<file path="config.mk">
export PLATFORM = sky130hd
export DESIGN_NAME = rice_core_bus_arbiter
export DESIGN_NICKNAME = d
export VERILOG_FILES = /design/src/rtl/rice_core_pkg.sv /design/src/rtl/rice_core_id_fifo.sv /design/src/rtl/rice_core_bus_arbiter.sv
export SDC_FILE = /design/constraint.sdc
export NUM_CORES = 1
export LEC_CHECK = 0
export BUFFER_PORTS_ARGS = -buffer_cell sky130_fd_sc_hd__buf_2
export CORE_AREA = 2 2 111 113
export DETAILED_ROUTE_END_ITERATION = 8
export DIE_AREA = 0 0 113 115
export GPL_ROUTABILITY_DRIVEN = 0
export REMOVE_ABC_BUFFERS = 1
export SLEW_MARGIN = 40
export SYNTH_ARGS = -nofsm -noshare
export SYNTH_HDL_FRONTEND = slang
export SYNTH_SLANG_ARGS = --single-unit
export TNS_END_PERCENT = 5
</file>
<file path="constraint.sdc">
create_clock -name i_clk -period 2.15 [get_ports i_clk]
set_input_delay 0.1075 -clock i_clk [delete_from_list [all_inputs] [get_ports i_clk]]
set_output_delay 0.1075 -clock i_clk [all_outputs]
set_load 0.01 [all_outputs]
</file>
<file path="src/rtl/rice_core_pkg.sv">
// rice_core_pkg: shared types for the rice core bus arbiter (bus source IDs, lock states, request/response structs)
package rice_core_pkg;
  localparam int RICE_CORE_XLEN = 32;
  typedef logic [RICE_CORE_XLEN-1:0] rice_core_word_t;
  typedef logic [RICE_CORE_XLEN/8-1:0] rice_core_strobe_t;
  typedef enum logic {FETCH = 1'b0, DATA = 1'b1} rice_core_bus_source;
  typedef enum logic [1:0] {LOCK_IDLE, LOCK_FETCH, LOCK_DATA} rice_core_lock_state;
  typedef struct packed {
    rice_core_word_t address;
    logic write;
    rice_core_strobe_t strobe;
    rice_core_word_t data;
  } rice_core_bus_request_t;
  typedef struct packed {
    rice_core_word_t data;
    logic error;
  } rice_core_bus_response_t;
endpackage

</file>
<file path="src/rtl/rice_core_id_fifo.sv">
// rice_core_id_fifo: small synchronous FIFO (WIDTH x DEPTH) with full/empty flags
// Ports: i_clk/i_rst_n clock and async active-low reset; i_push/i_push_data write side;
//        i_pop/o_pop_data read side (o_pop_data shows the head); o_full/o_empty status.
module rice_core_id_fifo #(
  parameter int WIDTH = 1,
  parameter int DEPTH = 2
) (
  input  logic             i_clk,
  input  logic             i_rst_n,
  input  logic             i_push,
  input  logic [WIDTH-1:0] i_push_data,
  input  logic             i_pop,
  output logic [WIDTH-1:0] o_pop_data,
  output logic             o_full,
  output logic             o_empty
);
  localparam int PW = DEPTH > 1 ? $clog2(DEPTH) : 1;
  localparam int CW = $clog2(DEPTH + 1);
  localparam logic [PW-1:0] LAST = PW'(DEPTH - 1);
  logic [WIDTH-1:0] mem [DEPTH];
  logic [PW-1:0] wr_ptr, rd_ptr;
  logic [CW-1:0] count;
  logic do_push, do_pop;
  assign do_push = i_push && !o_full;
  assign do_pop = i_pop && !o_empty;
  assign o_pop_data = mem[rd_ptr];
  assign o_full = count == CW'(DEPTH);
  assign o_empty = count == '0;
  always_ff @(posedge i_clk or negedge i_rst_n) begin
    if (!i_rst_n) begin
      wr_ptr <= '0;
      rd_ptr <= '0;
      count <= '0;
      for (int i = 0; i < DEPTH; i++) mem[i] <= '0;
    end else begin
      if (do_push) begin
        mem[wr_ptr] <= i_push_data;
        wr_ptr <= wr_ptr == LAST ? '0 : wr_ptr + 1'b1;
      end
      if (do_pop) rd_ptr <= rd_ptr == LAST ? '0 : rd_ptr + 1'b1;
      count <= count + CW'(do_push) - CW'(do_pop);
    end
  end
endmodule

</file>
<file path="src/rtl/rice_core_bus_arbiter.sv">
// rice_core_bus_arbiter: shares one bus port between fetch and data requesters with locked round-robin grant and in-order response routing
// Ports: i_clk/i_rst_n clock and async active-low reset;
//        i_fetch_request_* / o_fetch_response_* fetch requester; i_data_request_* / o_data_response_* data requester;
//        o_bus_request_* / i_bus_response_* the shared external bus port.
module rice_core_bus_arbiter
  import rice_core_pkg::*;
#(
  parameter int XLEN = RICE_CORE_XLEN,
  parameter int MAX_OUTSTANDING = 2
) (
  input  logic              i_clk,
  input  logic              i_rst_n,
  input  logic              i_fetch_request_valid,
  output logic              o_fetch_request_ready,
  input  logic [XLEN-1:0]   i_fetch_request_address,
  output logic              o_fetch_response_valid,
  input  logic              i_fetch_response_ready,
  output logic [XLEN-1:0]   o_fetch_response_data,
  output logic              o_fetch_response_error,
  input  logic              i_data_request_valid,
  output logic              o_data_request_ready,
  input  logic [XLEN-1:0]   i_data_request_address,
  input  logic              i_data_request_write,
  input  logic [XLEN/8-1:0] i_data_request_strobe,
  input  logic [XLEN-1:0]   i_data_request_data,
  output logic              o_data_response_valid,
  input  logic              i_data_response_ready,
  output logic [XLEN-1:0]   o_data_response_data,
  output logic              o_data_response_error,
  output logic              o_bus_request_valid,
  input  logic              i_bus_request_ready,
  output logic [XLEN-1:0]   o_bus_request_address,
  output logic              o_bus_request_write,
  output logic [XLEN/8-1:0] o_bus_request_strobe,
  output logic [XLEN-1:0]   o_bus_request_data,
  input  logic              i_bus_response_valid,
  output logic              o_bus_response_ready,
  input  logic [XLEN-1:0]   i_bus_response_data,
  input  logic              i_bus_response_error
);
  rice_core_lock_state lock_state;
  rice_core_bus_source last_grant, grant_src, head_src;
  logic grant_valid, sel_data, req_fire, rsp_fire, fifo_full, fifo_empty, fifo_head, head_data;
  always_comb begin
    grant_src = lock_state == LOCK_FETCH ? FETCH :
                lock_state == LOCK_DATA ? DATA :
                (i_fetch_request_valid && i_data_request_valid) ? (last_grant == FETCH ? DATA : FETCH) :
                i_data_request_valid ? DATA : FETCH;
    sel_data = grant_src == DATA;
    // A full FIFO only blocks fresh grants; a locked grant was issued with room, and pops only free space.
    grant_valid = lock_state == LOCK_IDLE ? !fifo_full && (i_fetch_request_valid || i_data_request_valid) :
                  sel_data ? i_data_request_valid : i_fetch_request_valid;
  end
  assign req_fire = grant_valid && i_bus_request_ready;
  assign o_bus_request_valid = grant_valid;
  assign o_bus_request_address = sel_data ? i_data_request_address : i_fetch_request_address;
  assign o_bus_request_write = sel_data && i_data_request_write;
  assign o_bus_request_strobe = sel_data ? i_data_request_strobe : '1;
  assign o_bus_request_data = sel_data ? i_data_request_data : '0;
  assign o_fetch_request_ready = grant_valid && !sel_data && i_bus_request_ready;
  assign o_data_request_ready = grant_valid && sel_data && i_bus_request_ready;
  assign head_src = rice_core_bus_source'(fifo_head);
  assign head_data = head_src == DATA;
  assign o_bus_response_ready = !fifo_empty && (head_data ? i_data_response_ready : i_fetch_response_ready);
  assign o_fetch_response_valid = !fifo_empty && !head_data && i_bus_response_valid;
  assign o_data_response_valid = !fifo_empty && head_data && i_bus_response_valid;
  assign o_fetch_response_data = i_bus_response_data;
  assign o_data_response_data = i_bus_response_data;
  assign o_fetch_response_error = i_bus_response_error;
  assign o_data_response_error = i_bus_response_error;
  assign rsp_fire = i_bus_response_valid && o_bus_response_ready;
  always_ff @(posedge i_clk or negedge i_rst_n) begin
    if (!i_rst_n) begin
      lock_state <= LOCK_IDLE;
      last_grant <= DATA;
    end else if (req_fire) begin
      lock_state <= LOCK_IDLE;
      last_grant <= grant_src;
    end else if (lock_state == LOCK_IDLE && grant_valid) begin
      lock_state <= sel_data ? LOCK_DATA : LOCK_FETCH;
    end
  end
  rice_core_id_fifo #(.WIDTH(1), .DEPTH(MAX_OUTSTANDING)) u_id_fifo (
    .i_clk       (i_clk),
    .i_rst_n     (i_rst_n),
    .i_push      (req_fire),
    .i_push_data (grant_src == DATA),
    .i_pop       (rsp_fire),
    .o_pop_data  (fifo_head),
    .o_full      (fifo_full),
    .o_empty     (fifo_empty)
  );
  a_fetch_hold: assert property (@(posedge i_clk) disable iff (!i_rst_n)
    lock_state == LOCK_FETCH |-> i_fetch_request_valid);
  a_data_hold: assert property (@(posedge i_clk) disable iff (!i_rst_n)
    lock_state == LOCK_DATA |-> i_data_request_valid);
  a_no_orphan_response: assert property (@(posedge i_clk) disable iff (!i_rst_n)
    !(fifo_empty && i_bus_response_valid));
endmodule

</file>
==> flow_summary.ini <==
[power_and_ir_drop]
p_leak_nw = 1.40
p_per_area_mw_per_mm2 = 1070
ir_drop_v = 0.000263

[logic_synthesis]
postSynthAreaPerCell_um2 = 9.09
synth_ff_type = dfrtp_1
ys_ff_latch = 9
synthArstFlopShare = 1.00
syn_inst = 199
netlist_area_mm2 = 0.00181
ys_seq_area_frac = 0.125
synth_cell_types = 28
yosys_warnings = 0
synth_edf_count = 0

[finish]
fin_nets = 460
finalInstanceArea_mm2 = 0.00245
layout_commonest_cell = buf_2
fillers = 1308
syn_to_final_growth_pct = 35.5
n_antenna_cell = 0
layout_common_cells = 183 x buf_2, 33 x and2_1, 29 x mux2_4
drive_above_1_share = 0.718

[drt]
wl_um = 9380
wl_per_cell_um = 20.3
drc = 17
first_pass_iters = 9
vias = 1840
via_per_inst = 3.97
drtIter0Drc = 54
ant_nets = 0

[sta]
min_period_ps = 2030
fmax_ghz = 0.494
skew_ps = 3.56
grt_setup_unrepaired = no
finalSetupTns_ps = 0
setup_violations = 0
report.final.slew_viol_count = 0
max-slew-margin-rel = 0.687
finalHoldViolCount = 0
period_share = 0.942
worst_pin_slew_ps = 467
fin_ws_ps = 124

[placed_design]
dp_slack_ps = 202
dpl-instance-area_mm2 = 0.00236
hpwl_um = 8440
port_buffers = 183

[clocking]
cts-resized-gates = 0
numClockSinks = 9
cts_tree = done
cts-buffers-inserted = 3
clockBufferDepth = 2
clk_latency_ps = 240
h-tree-depth = 1
root_buffer = clkbuf_16
clk_pin_slew_ps = 40

[grt]
grt_start_max_net_pins = 42
use_met1 = 0.0873
grt_use_met3 = 0.132
grt-ovfl-total = 0
grt_pass1_wl_um = 12000
first_global_vias = 1822
globalRouteTotalUtil = 0.133
grt-busiest-layer = met2
antenna_found_initial = 0
use_met2 = 0.257

[floorplanning]
die_x_um = 113
die_y_um = 115
row_count = 40
fp.coreArea_mm2 = 0.0118
initial_core_util = 0.153
io_pins = 283
dieArea_mm2 = 0.0130

[critical_path]
critPathMaxFanout = 17
crit_required_ps = 2040
r2r_setup_slack_ps = 210
crit_path_start_kind = flip-flop
critPathArrivalTime_ps = 1920
end_kind = output port
path_class = reg -> out

[hold_path]
hold_class = in -> out

[job]
cap_violations = 0

[run_status]
outcome = finished, violations left
violations = DRC
-- synthesized netlist by cell type, types with 2 or more instances --
master	count	share of area
a31oi_1	2	0.0069
and2_1	33	0.11
buf_12	3	0.033
buf_4	66	0.27
clkbuf_1	4	0.0083
dfrtp_1	8	0.11
mux2_2	6	0.037
mux2_4	29	0.24
mux2i_1	2	0.011
nand2_1	5	0.010
nand2b_1	7	0.024
nor2_1	11	0.023
nor2b_1	2	0.0069
nor3_1	3	0.0083
nor4_1	2	0.0069
xnor2_1	3	0.015
xor2_1	2	0.0097
-- state kept, by name, summed over array words and instances, names as in the netlist --
| register | cells |
|---|---|
| last_grant | 1 |
| u_id_fifo.mem | 2 |
| u_id_fifo.count | 2 |
| u_id_fifo.wr_ptr | 1 |
| u_id_fifo.rd_ptr | 1 |
| lock_state | 2 |
-- cells by family after synthesis --
| family | after synthesis | share of synthesized area |
|---|---|---|
| AO/OA/AOI/OAI | 7 | 0.0277 |
| XOR/XNOR | 5 | 0.0242 |
| adder cells (fa/ha/maj) | 1 | 0.00691 |
| buffers and inverters | 75 | 0.324 |
| flip-flops | 9 | 0.125 |
| multiplexers | 37 | 0.289 |
| AND/OR/NAND/NOR | 65 | 0.203 |
-- report_power, final --
group          switching [mW]  internal, mW
combinational           0.930          1.02
sequential             0.0737         0.264
clock                  0.0880         0.248
-- area by class of cell --
cell class                 count  area (um2)  share of cell area
inverter                       1        3.75             0.00153
clock buffer                   4        78.8              0.0322
sequential                     9         226              0.0924
multi-input combinational    115         997               0.407
tap                          147         184              0.0750
timing repair buffer         187         961               0.392
-- critical path, stage by stage, from the launching register on --
cell      delay (ps)
dfrtp_1          420
nand2b_1         180
nand2_1           80
and2_4           300
buf_12           220
mux2_4           320
buf_2            140
-- metrics by stage --
step	hold WS, ps	utilization	power, mW	cells
global route	215	0.208	2.82	463
finish	215	0.208	2.62	463
floorplan	-188	-	1.57	125
CTS	215	0.208	2.65	463
detailed placement	-30.3	0.200	2.30	458
global placement	-30.7	0.200	2.27	458
-- metal layers --
layer,part of all wire,up-vias
met5,0.0085,-
met4,0.0045,2
met3,0.22,4
met2,0.51,239
met1,0.26,778
li1,-,817
-- final timing paths --
kind	start	to	cells past startpoint
max	lock_state[1]	o_bus_request_address[22]	6
min	i_bus_response_data[21]	o_data_response_data[21]	0
max reg2reg	u_id_fifo.rd_ptr	u_id_fifo.count[1]	6
min reg2reg	u_id_fifo.wr_ptr	u_id_fifo.wr_ptr	1
max in group asynchronous	i_rst_n	last_grant	2
min in group asynchronous	i_rst_n	u_id_fifo.wr_ptr	2
-- repair_timing --
item / 4_1_cts / 5_1_grt
setup endpoints to repair: 0 / 0
hold buffers: 1 / 0
hold endpoints to repair: 9 / 0
setup buffers: 0 / 0
No activity file was read; power rests on OpenSTA's default activity.
